### src/rtl/arm_pipe_pkg.sv
// Shared types and constants for the 5-stage ARM pipeline sequencing logic.
package arm_pipe_pkg;

    // Shadow rd fields are stored zero-extended to this width.
    localparam int REG_ADDR_W_MAX = 8;

    localparam logic [1:0] ST_RUN    = 2'd0;
    localparam logic [1:0] ST_DRAIN  = 2'd1;
    localparam logic [1:0] ST_HALTED = 2'd2;

    typedef enum logic [1:0] {
        RUN    = ST_RUN,
        DRAIN  = ST_DRAIN,
        HALTED = ST_HALTED
    } state_t;

    localparam logic [1:0] FWD_RF  = 2'b00;
    localparam logic [1:0] FWD_EX  = 2'b01;
    localparam logic [1:0] FWD_MEM = 2'b10;
    localparam logic [1:0] FWD_WB  = 2'b11;

    localparam logic [31:0] NOP_INSTR = 32'h0000_0000;

    typedef struct packed {
        logic [REG_ADDR_W_MAX-1:0] rd;
        logic                      we;
        logic                      load;
    } shadow_t;

    function automatic logic [REG_ADDR_W_MAX-1:0] rd_ext(input logic [REG_ADDR_W_MAX-1:0] rd);
        return rd;
    endfunction

endpackage

### src/rtl/hazard_sequencer_if.sv
// ID-stage decode fields in, pipeline sequencing controls out.
interface hazard_sequencer_if #(
    parameter int REG_ADDR_W = 4
);
    logic [REG_ADDR_W-1:0] id_rn;
    logic [REG_ADDR_W-1:0] id_rm;
    logic [REG_ADDR_W-1:0] id_rs;
    logic                  id_use_rn;
    logic                  id_use_rm;
    logic                  id_use_rs;
    logic [REG_ADDR_W-1:0] id_rd;
    logic                  id_reg_write;
    logic                  id_is_load;
    logic                  id_branch_taken;
    logic                  halt_req;

    logic                  pc_enable;
    logic                  if_id_enable;
    logic                  if_id_flush;
    logic                  nop_select;
    logic [1:0]            fwd_a_sel;
    logic [1:0]            fwd_b_sel;
    logic [1:0]            fwd_c_sel;
    logic                  halt_ack;
    logic                  stalled;

    modport master (
        output id_rn, id_rm, id_rs, id_use_rn, id_use_rm, id_use_rs,
               id_rd, id_reg_write, id_is_load, id_branch_taken, halt_req,
        input  pc_enable, if_id_enable, if_id_flush, nop_select,
               fwd_a_sel, fwd_b_sel, fwd_c_sel, halt_ack, stalled
    );

    modport slave (
        input  id_rn, id_rm, id_rs, id_use_rn, id_use_rm, id_use_rs,
               id_rd, id_reg_write, id_is_load, id_branch_taken, halt_req,
        output pc_enable, if_id_enable, if_id_flush, nop_select,
               fwd_a_sel, fwd_b_sel, fwd_c_sel, halt_ack, stalled
    );
endinterface

### src/rtl/fwd_select.sv
// Per-read-port forward select and stall request from the EX/MEM/WB shadows.
// HAZARD_FORWARDING_EN: forward EX>MEM>WB; otherwise any match requests a stall.
module fwd_select
    import arm_pipe_pkg::*;
#(
    parameter int REG_ADDR_W = 4
) (
    input  logic [REG_ADDR_W-1:0] src,
    input  logic                  use_src,
    input  shadow_t               ex,
    input  shadow_t               mem,
    input  shadow_t               wb,
    output logic [1:0]            sel,
    output logic                  stall_hit
);
    logic [REG_ADDR_W_MAX-1:0] src_ext;
    logic live;
    logic hit_ex;
    logic hit_mem;
    logic hit_wb;
    logic load_hit;

    assign src_ext  = REG_ADDR_W_MAX'(src);
    // R15 reads the PC path, never a pipeline result.
    assign live     = use_src & (src != '1);
    assign hit_ex   = live & ex.we  & (ex.rd  == src_ext);
    assign hit_mem  = live & mem.we & (mem.rd == src_ext);
    assign hit_wb   = live & wb.we  & (wb.rd  == src_ext);
    assign load_hit = hit_ex & ex.load;

`ifdef HAZARD_FORWARDING_EN
    assign stall_hit = load_hit;

    always_comb begin
        sel = FWD_RF;
        if (hit_ex) begin
            sel = ex.load ? FWD_RF : FWD_EX;
        end else if (hit_mem) begin
            sel = FWD_MEM;
        end else if (hit_wb) begin
            sel = FWD_WB;
        end
    end
`else
    assign stall_hit = load_hit | hit_ex | hit_mem | hit_wb;
    assign sel       = FWD_RF;
`endif

endmodule

### src/rtl/hazard_sequencer.sv
// Pipeline sequencer: load-use stall, branch flush, forwarding, debug halt/drain.
// HAZARD_FORWARDING_EN selects forwarding; undefined, every RAW match stalls.
module hazard_sequencer
    import arm_pipe_pkg::*;
#(
    parameter int DRAIN_CYCLES = 3,
    parameter int REG_ADDR_W   = 4
) (
    input  logic              clk,
    input  logic              reset,
    hazard_sequencer_if.slave bus
);
    localparam logic [2:0] DRAIN_INIT = 3'(DRAIN_CYCLES - 1);

    state_t     state;
    state_t     state_nx;
    logic [2:0] drain_cnt;
    logic [2:0] drain_nx;
    shadow_t    ex_sh;
    shadow_t    mem_sh;
    shadow_t    wb_sh;

    logic hit_a;
    logic hit_b;
    logic hit_c;
    logic stall;
    logic pc_en;
    logic ifid_en;
    logic flush;
    logic nop;
    logic ack;

    fwd_select #(.REG_ADDR_W(REG_ADDR_W)) u_fwd_a (
        .src(bus.id_rn), .use_src(bus.id_use_rn),
        .ex(ex_sh), .mem(mem_sh), .wb(wb_sh),
        .sel(bus.fwd_a_sel), .stall_hit(hit_a)
    );

    fwd_select #(.REG_ADDR_W(REG_ADDR_W)) u_fwd_b (
        .src(bus.id_rm), .use_src(bus.id_use_rm),
        .ex(ex_sh), .mem(mem_sh), .wb(wb_sh),
        .sel(bus.fwd_b_sel), .stall_hit(hit_b)
    );

    fwd_select #(.REG_ADDR_W(REG_ADDR_W)) u_fwd_c (
        .src(bus.id_rs), .use_src(bus.id_use_rs),
        .ex(ex_sh), .mem(mem_sh), .wb(wb_sh),
        .sel(bus.fwd_c_sel), .stall_hit(hit_c)
    );

    assign stall = (state == RUN) & (hit_a | hit_b | hit_c);

    always_comb begin
        pc_en    = 1'b1;
        ifid_en  = 1'b1;
        flush    = 1'b0;
        nop      = 1'b0;
        ack      = 1'b0;
        state_nx = state;
        drain_nx = drain_cnt;
        case (state)
            RUN: begin
                // A pending stall finishes before a halt or branch is honoured.
                if (stall) begin
                    pc_en   = 1'b0;
                    ifid_en = 1'b0;
                    nop     = 1'b1;
                end else if (bus.halt_req) begin
                    pc_en    = 1'b0;
                    ifid_en  = 1'b0;
                    nop      = 1'b1;
                    flush    = bus.id_branch_taken;
                    state_nx = DRAIN;
                    drain_nx = DRAIN_INIT;
                end else if (bus.id_branch_taken) begin
                    flush = 1'b1;
                end
            end
            DRAIN: begin
                pc_en   = 1'b0;
                ifid_en = 1'b0;
                nop     = 1'b1;
                if (!bus.halt_req) begin
                    state_nx = RUN;
                end else if (drain_cnt == '0) begin
                    state_nx = HALTED;
                end else begin
                    drain_nx = drain_cnt - 3'd1;
                end
            end
            HALTED: begin
                pc_en   = 1'b0;
                ifid_en = 1'b0;
                nop     = 1'b1;
                ack     = 1'b1;
                if (!bus.halt_req) begin
                    state_nx = RUN;
                end
            end
            default: begin
                state_nx = RUN;
            end
        endcase
    end

    always_ff @(posedge clk or posedge reset) begin
        if (reset) begin
            state     <= RUN;
            drain_cnt <= '0;
            ex_sh     <= '0;
            mem_sh    <= '0;
            wb_sh     <= '0;
        end else begin
            state     <= state_nx;
            drain_cnt <= drain_nx;
            ex_sh     <= '{rd:   REG_ADDR_W_MAX'(bus.id_rd),
                           we:   bus.id_reg_write & ~nop,
                           load: bus.id_is_load & ~nop};
            mem_sh    <= ex_sh;
            wb_sh     <= mem_sh;
        end
    end

    assign bus.pc_enable    = pc_en;
    assign bus.if_id_enable = ifid_en;
    assign bus.if_id_flush  = flush;
    assign bus.nop_select   = nop;
    assign bus.halt_ack     = ack;
    assign bus.stalled      = stall;

endmodule

### src/flat_wrapper.sv
// flat-port wrapper written by rule: the top's interface ports become plain ports
module hazard_sequencer_flat import arm_pipe_pkg::*;
#(
    parameter int DRAIN_CYCLES = 3,
    parameter int REG_ADDR_W   = 4
)
  (clk, reset, bus_id_rn, bus_id_rm, bus_id_rs, bus_id_use_rn, bus_id_use_rm, bus_id_use_rs, bus_id_rd, bus_id_reg_write, bus_id_is_load, bus_id_branch_taken, bus_halt_req, bus_pc_enable, bus_if_id_enable, bus_if_id_flush, bus_nop_select, bus_fwd_a_sel, bus_fwd_b_sel, bus_fwd_c_sel, bus_halt_ack, bus_stalled);
  hazard_sequencer_if #(.REG_ADDR_W(REG_ADDR_W)) bus_i ();
  input  logic clk;
  input  logic reset;
  input wire logic [$bits(bus_i.id_rn)-1:0] bus_id_rn;
  input wire logic [$bits(bus_i.id_rm)-1:0] bus_id_rm;
  input wire logic [$bits(bus_i.id_rs)-1:0] bus_id_rs;
  input wire logic [$bits(bus_i.id_use_rn)-1:0] bus_id_use_rn;
  input wire logic [$bits(bus_i.id_use_rm)-1:0] bus_id_use_rm;
  input wire logic [$bits(bus_i.id_use_rs)-1:0] bus_id_use_rs;
  input wire logic [$bits(bus_i.id_rd)-1:0] bus_id_rd;
  input wire logic [$bits(bus_i.id_reg_write)-1:0] bus_id_reg_write;
  input wire logic [$bits(bus_i.id_is_load)-1:0] bus_id_is_load;
  input wire logic [$bits(bus_i.id_branch_taken)-1:0] bus_id_branch_taken;
  input wire logic [$bits(bus_i.halt_req)-1:0] bus_halt_req;
  output wire logic [$bits(bus_i.pc_enable)-1:0] bus_pc_enable;
  output wire logic [$bits(bus_i.if_id_enable)-1:0] bus_if_id_enable;
  output wire logic [$bits(bus_i.if_id_flush)-1:0] bus_if_id_flush;
  output wire logic [$bits(bus_i.nop_select)-1:0] bus_nop_select;
  output wire logic [$bits(bus_i.fwd_a_sel)-1:0] bus_fwd_a_sel;
  output wire logic [$bits(bus_i.fwd_b_sel)-1:0] bus_fwd_b_sel;
  output wire logic [$bits(bus_i.fwd_c_sel)-1:0] bus_fwd_c_sel;
  output wire logic [$bits(bus_i.halt_ack)-1:0] bus_halt_ack;
  output wire logic [$bits(bus_i.stalled)-1:0] bus_stalled;
  assign bus_i.id_rn = bus_id_rn;
  assign bus_i.id_rm = bus_id_rm;
  assign bus_i.id_rs = bus_id_rs;
  assign bus_i.id_use_rn = bus_id_use_rn;
  assign bus_i.id_use_rm = bus_id_use_rm;
  assign bus_i.id_use_rs = bus_id_use_rs;
  assign bus_i.id_rd = bus_id_rd;
  assign bus_i.id_reg_write = bus_id_reg_write;
  assign bus_i.id_is_load = bus_id_is_load;
  assign bus_i.id_branch_taken = bus_id_branch_taken;
  assign bus_i.halt_req = bus_halt_req;
  assign bus_pc_enable = bus_i.pc_enable;
  assign bus_if_id_enable = bus_i.if_id_enable;
  assign bus_if_id_flush = bus_i.if_id_flush;
  assign bus_nop_select = bus_i.nop_select;
  assign bus_fwd_a_sel = bus_i.fwd_a_sel;
  assign bus_fwd_b_sel = bus_i.fwd_b_sel;
  assign bus_fwd_c_sel = bus_i.fwd_c_sel;
  assign bus_halt_ack = bus_i.halt_ack;
  assign bus_stalled = bus_i.stalled;
  hazard_sequencer #(.DRAIN_CYCLES(DRAIN_CYCLES), .REG_ADDR_W(REG_ADDR_W)) u_core (.clk(clk), .reset(reset), .bus(bus_i));
endmodule
### config.mk
export PLATFORM = sky130hd
export DESIGN_NAME = hazard_sequencer_flat
export DESIGN_NICKNAME = d
export VERILOG_FILES = /design/src/rtl/arm_pipe_pkg.sv /design/src/rtl/hazard_sequencer_if.sv /design/src/rtl/fwd_select.sv /design/src/rtl/hazard_sequencer.sv /design/src/flat_wrapper.sv
export SDC_FILE = /design/constraint.sdc
export NUM_CORES = 1
export LEC_CHECK = 0
export CAP_MARGIN = 0
export CORE_ASPECT_RATIO = 0.75
export CORE_MARGIN = 4
export CORE_UTILIZATION = 45
export CTS_CLUSTER_DIAMETER = 40
export DETAILED_ROUTE_END_ITERATION = 6
export GPL_TIMING_DRIVEN = 0
export PLACE_DENSITY_LB_ADDON = 0.2
export SKIP_LAST_GASP = 1
export SLEW_MARGIN = 40
export SYNTH_ARGS = -nofsm -noshare
export SYNTH_HDL_FRONTEND = slang
export SYNTH_SLANG_ARGS = --single-unit
### constraint.sdc
create_clock -name clk -period 3.9 [get_ports clk]
set_input_delay 1.17 -clock clk [delete_from_list [all_inputs] [get_ports clk]]
set_output_delay 1.17 -clock clk [all_outputs]
set_load 0.01 [all_outputs]
==> results.md, run 1 <==
* Initial cell density of the core at 49.2%
* Max Freq at 0.250 GHz
* Share of post-route cells with drive strength above 1 at 23.7%
* Required time worst endpoint at 2.73 ns
* HP Class: reg -> reg
* Detailed-route wire length per cell at 15.2 microns
* Root buf cell: clkbuf_8
* Die Y at 55.3 microns
* Setup TNS at -0.155 ns
* Least-Margin Pin Slew at 0.692 ns
* CTS tree: yes
* CTS max path bufs at 2
* Outcome: complete, but fails checks
* Total global routing overflow at 0
* Ys Warns at 0
* IO Port Bufs at 29
* Diodes inserted at 0
* Peak supply drop at 0.000267 V
* DRT Wirelength at 3240 microns
* Max Clock Skew at 0.0102 ns
* # DRC at 0
* Final setup margin at -0.0938 ns
* DP Worst Slack at -0.970 ns
* RSZ-0062 raised after global routing: true
* Cell variety after synth at 35
* Worst Hold Endpoint: u_core.wb_sh[1]$_DFF_PP0_
* Vias at 1,108
* Flops & latches, synth at 20
* Synth top area share at 37.3%
* CTS clk-pin slew, worst paths at 0.07 ns
* Crit path max fanout at 6
* Main flop type after synthesis: dfrtp_1
* Final Power at 0.862 mW
* GRT Total Usage at 17.4%
* GP Congestion at 0.876
* Cell Area, Synth at 0.00134 sq mm
* Largest area contributor in the netlist: dfrtp_1
* Largest cells by area after synthesis: dfrtp_1 (37%), xor2_1 (16%), xnor2_1 (7.8%)
* P per Cell Area at 487 mW/mm^2
* Final setup fails at 3
* Hold WS at 0.469 ns
* Leak at 0.806 nW
* First-pass GRT wire length at 5350 microns
* Worst R2R End: u_core.drain_cnt[1]$_DFFE_PP0P_
* Total CTS buffers at 3
* Setup slack, reg-to-reg at 1.33 ns
* Post-synthesis instance total at 136
* Final count of hold timing violations at 0
* Clock Latency Late Sink at 0.26 ns
* Hold Crit Start: u_core.mem_sh[1]$_DFF_PP0_
* Initial antenna violation count at 0
* Share of the yosys chip area belonging to registers at 37.3%
* Initial drt markers at 62
* R2R depth at 10
* Max stage delay cell, worst path: or4_1
* Maxcap violations at 0
* Final period util at 102%
* Post-layout minimum cycle time at 3.99 ns
* Critical path class: in -> out
* Largest net degree at the start of global routing at 21
* Avg Cell Area, Syn at 9.85 sq um
* Number of detailed-route iterations in the first pass at 4
* Violated checks: negative setup slack
* Final core utilization at 65.0%
* Cts-stage hold buffer count at 0
* Startpoint Class: input pin
* H-tree depth at 1
* Worst slew margin at 53.6%
* Dpl hpwl at 2450 microns
* # IOs at 37
* CTS sink cnt at 20
* ANT nets after route at 0
* Core ar. at 0.00272 sq mm
* Avg Vias per Cell at 5.20
* Die Span X at 71.0 microns
* Max-slew violation count at 0
* Row Count at 16
* WHS Path Cells at 0
* Post-synthesis async set-or-reset flop share at 100%
* CP arrival at 2.82 ns
* Critical Path End Type: primary output
* Number of flops mapped to enable cells by yosys at 0
* Nets@finish at 210
* Fill count at 226
* Number of global-route vias before repair at 1,157
* Cell Chain, Critical Path: buf_8, xnor2_2, and2_1, a32oi_1, o211ai_1, or4_1, buf_6, o31a_1, buf_2
* Area Overhead vs Synth at 32.0%
* Worst path max stage delay at 0.50 ns
* FF-to-FF Start: u_core.mem_sh[2]$_DFF_PP0_
* Die area at 0.00392 sq mm
[per-layer routing]
layer	vias to the layer above	part of all wire [%]	track usage (%)
li1	527	-	-
met1	526	45	22.6
met2	46	45	27.7
met4	0	2.6	7.77
met3	9	7.5	3.62
met5	-	0	0
[flip-flops by register name, indices dropped and copies added (netlist names)]
signal            flops
u_core.state          2
u_core.ex_sh          5
u_core.mem_sh         5
u_core.drain_cnt      3
u_core.wb_sh          5
[placed cells by master (no fill, tap or decap), drive strengths merged, types with 2 or more instances in the layout]
cell	count
a21oi	4
and2	2
buf	29
clkbuf	5
clkdlybuf4s50	9
conb	6
dfrtp	20
dlygate4sd2	3
ha	6
inv	7
mux2i	2
nand2	9
nand3	3
nand4	7
nor2	5
nor3	7
o211ai	2
o21ai	2
xnor2	12
xor2	24
[power breakdown]
| part | switching [mW] | internal, mW | total (mW) |
|---|---|---|---|
| sequential | 0.0450 | 0.249 | 0.294 |
| combinational | 0.223 | 0.215 | 0.438 |
| clock | 0.0609 | 0.0687 | 0.130 |
[timing repair]
action	CTS	global route
pin swaps	11	6
gates resized for setup	84	8
endpoints found under the setup margin	5	5
buffers inserted	1	3
[cell type report]
type	count	area, sq um	area share (%)
inverters	8	30.0	1.70
well taps	36	45.0	2.55
clock buffers	3	41.3	2.33
plain buffers	10	76.3	4.31
repair buffers	33	277	15.6
multi-input cells	103	800	45.2
flip-flops and latches	20	500	28.3
[stage by stage]
stage	std cells	cell area, sq um
finish	213	1770
CTS	210	1710
floorplan	141	1360
global route	213	1770
global placement	206	1690
detailed placement	206	1690
[critical path: cells and delay by family]
family	cells	cell delay (ns)
AO/OA/AOI/OAI	3	0.50
XOR/XNOR	1	0.12
buffers and inverters	3	0.41
AND/OR/NAND/NOR	2	0.63
[how the worst max path moves through the flow]
stage / startpoint / end / slack, ns / cells past startpoint
floorplan: bus_id_rm[3] / bus_pc_enable / 0.1 / 8
global placement: bus_id_rm[0] / bus_pc_enable / -1.0 / 10
detailed placement: bus_id_rm[1] / bus_pc_enable / -0.97 / 10
CTS: bus_id_rm[3] / bus_nop_select / -0.08 / 9
global route: bus_id_rm[3] / bus_nop_select / -0.18 / 9
finish: bus_id_rm[3] / bus_nop_select / -0.09 / 9
[Yosys cell counts (2+ instances only)]
library cell and count:
ha_1 6, xor2_1 24, xnor2_1 12, o21ai_0 2, inv_1 8, nand4_1 7, nor2_1 5, nor3_1 7
nand2_1 9, dfrtp_1 20, buf_4 7, nand3_1 3, mux2i_1 2, a21oi_1 3
[kinds of logic (layout without fill, tap and decap cells)]
group	after synthesis	count (layout)	share of synthesized area (%)
simple gates	37	37	14.0
fa+ha+maj	6	6	5.60
xor+xnor	36	36	23.5
mux	3	3	2.33
flops	20	20	37.3
compound gates	15	15	9.24
other cells	1	6	0.280
buf+inv	18	54	7.66
Power figures use the tool's default switching activity.
==> run 2: changes to the inputs <==
PLACE_DENSITY_LB_ADDON = 0.3   (was 0.2)
==> results.md, run 2 (same netlist as run 1, synthesis figures left out) <==
* Initial cell density of the core at 49.2% (unchanged)
* Net Switching at 0.332 mW (+0.86%)
* Crit. Startpoint: bus_id_rm[3]
* HP Class: reg -> reg
* Final Power at 0.944 mW (+9.5%)
* Initial drt markers at 55 (-11%)
* Max Clock Skew at 0.00426 ns (-0.00597 ns)
* Core ar. at 0.00272 sq mm (unchanged)
* Crit path max fanout at 6 (unchanged)
* Placement Cell Area at 0.00169 sq mm (unchanged)
* ANT nets after route at 0 (unchanged)
* Maxcap violations at 0 (unchanged)
* Final count of hold timing violations at 0 (unchanged)
* R2R depth at 9 (-1)
* CP bufs+invs at 3 (unchanged)
* Worst R2R End: u_core.drain_cnt[1]$_DFFE_PP0P_
* Number of global-route vias before repair at 1,055 (-8.8%)
* Hold Crit Start: u_core.ex_sh[1]$_DFF_PP0_
* Least-Margin Pin Slew at 0.680 ns (-0.0124 ns)
* # IOs at 37 (unchanged)
* Top Registers: u_core.ex_sh (5), u_core.mem_sh (5), u_core.wb_sh (5)
* Switching share of power at 35.2% (-3.0 points)
* Combinational share of power at 47.3% (-3.5 points)
* Row Count at 16 (unchanged)
* Root buf cell: clkbuf_8
* Internal power at 0.612 mW (+15%)
* Outcome: complete, but fails checks
* Peak supply drop at 0.000323 V (+21%)
* CTS clk-pin slew, worst paths at 0.07 ns (about the same)
* Die Y at 55.3 microns (unchanged)
* Critical Path End Type: primary output
* CTS max path bufs at 2 (unchanged)
* H-tree depth at 1 (unchanged)
* Clk network pwr share at 21.5% (+6.5 points)
* DP Worst Slack at -1.03 ns (-0.0616 ns)
* Critical Path Sink: bus_nop_select
* Clock Latency Late Sink at 0.26 ns (about the same)
* Number of detailed-route iterations in the first pass at 4 (unchanged)
* Violated checks: negative setup slack
* Dpl hpwl at 2530 microns (+3.1%)
* Die area at 0.00392 sq mm (unchanged)
* CTS tree: yes
* CP top delay family: simple AND/OR/NAND/NOR gates
* Leak at 0.836 nW (+3.7%)
* GP Congestion at 0.897 (+2.3%)
* Startpoint Class: input pin
* Final setup fails at 2 (-1)
* Required time worst endpoint at 2.73 ns (about the same)
* Area Overhead vs Synth at 39.0%
* Initial antenna violation count at 0 (unchanged)
* Max stage delay cell, worst path: or4_1
* Max Freq at 0.250 GHz (-0.18%)
* Cts-stage hold buffer count at 0 (unchanged)
* Critical path class: in -> out
* Nets@finish at 209 (-0.48%)
* Share of post-route cells with drive strength above 1 at 28.2% (+4.5 points)
* CP arrival at 2.83 ns (about the same)
* # DRC at 0 (unchanged)
* Total global routing overflow at 0 (unchanged)
* Vias at 1,105 (-0.27%)
* FF-to-FF Start: u_core.mem_sh[3]$_DFF_PP0_
* Final core utilization at 68.4% (+3.4 points)
* RSZ-0062 raised after global routing: true
* P per Cell Area at 507 mW/mm^2 (+4.0%)
* Setup slack, reg-to-reg at 1.45 ns (+0.12 ns)
* Final setup margin at -0.101 ns (-0.00704 ns)
* Die Span X at 71.0 microns (unchanged)
* Max-slew violation count at 0 (unchanged)
* Avg Vias per Cell at 5.19 (-0.27%)
* Most frequent cells in the layout: dfrtp_1 (20), xor2_1 (18), xnor2_1 (11), buf_4 (11)
* Worst path max stage delay at 0.43 ns (-0.07 ns)
* Fin area at 0.00186 sq mm (+5.3%)
* GRT Total Usage at 16.3% (-1.1 points)
* First-pass GRT wire length at 5120 microns (-4.4%)
* Most common library cell in the layout ignoring fill and taps: dfrtp_1
* CTS sink cnt at 20 (unchanged)
* IO Port Bufs at 29 (unchanged)
* Total CTS buffers at 3 (unchanged)
* CP Depth at 9 (unchanged)
* Final period util at 103% (+0.18 points)
* Post-layout minimum cycle time at 4.00 ns (+0.00704 ns)
* DRT Wirelength at 3250 microns (+0.40%)
* Detailed-route wire length per cell at 15.3 microns (+0.40%)
* Largest net degree at the start of global routing at 21 (unchanged)
* Cell Chain, Critical Path: buf_8, xnor2_2, and2_4, a32oi_2, o211ai_1, or4_1, buf_6, o31a_1, buf_2
* Flop pwr share at 31.2% (-2.9 points)
* Worst slew margin at 54.4% (+0.83 points)
* Fill count at 221 (-2.2%)
* Diodes inserted at 0 (unchanged)
## run 2: worst reg2reg max path: stages (launching register included)
cell and delay (ns):
dfrtp_1 0.47, xor2_2 0.21, nor3_2 0.07, a32oi_2 0.23
o211ai_1 0.09, or4_1 0.43, buf_6 0.16, buf_4 0.15
a21oi_4 0.19, mux2_2 0.35
## run 2: metal layers
metal / vias to the layer above / routed length [microns] / GRT usage, %
met5: - / 0 / 0
met2: 42 / 1530 / 25.9
met1: 529 / 1500 / 23.6
met4: 0 / 29 / 1.61
li1: 526 / - / -
met3: 8 / 191 / 3.44
## run 2: timing repair
action / CTS / global route
pin swaps: 10 / 6
setup buffers: 1 / 2
gates resized for setup: 85 / 22
setup endpoints to repair: 5 / 5
gates cloned: 0 / 0
## run 2: power by group through the flow
stage	clock, mW	combinational [mW]	sequential [mW]
after global placement	0	0.399	0.293
after floorplan	0	0.270	0.280
after CTS	0.206	0.390	0.290
after global routing	0.220	0.492	0.300
after detailed placement	0	0.412	0.294
final	0.203	0.447	0.294
## run 2: cell type report
class / instances / area, sq um / area share (%)
Multi-Input combinational cell: 103 / 850 / 45.6
Sequential cell: 20 / 500 / 26.9
Timing Repair Buffer: 32 / 290 / 15.6
Buffer: 10 / 76.3 / 4.10
Tap cell: 36 / 45.0 / 2.42
Clock buffer: 3 / 41.3 / 2.22
Clock inverter: 1 / 30.0 / 1.61
Inverter: 8 / 30.0 / 1.61
## run 2: worst min-delay path by stage
stage	slack (ns)	depth (start not counted)	endpoint
4_1_cts	0.45	0	u_core.mem_sh[1]$_DFF_PP0_
2_1_floorplan	0.39	0	u_core.mem_sh[1]$_DFF_PP0_
5_1_grt	0.48	0	u_core.mem_sh[1]$_DFF_PP0_
3_5_place_dp	0.43	0	u_core.mem_sh[1]$_DFF_PP0_
6_report	0.46	0	u_core.mem_sh[1]$_DFF_PP0_
3_3_place_gp	0.45	0	u_core.mem_sh[1]$_DFF_PP0_
## run 2: metrics by stage
stage | setup TNS (ns) | cells | hold slack [ns]
finish | -0.128 | 213 | 0.459
global route | -0.270 | 213 | 0.478
floorplan | 0 | 141 | 0.393
CTS | -0.126 | 211 | 0.451
detailed placement | -4.63 | 206 | 0.429
global placement | -4.55 | 206 | 0.452
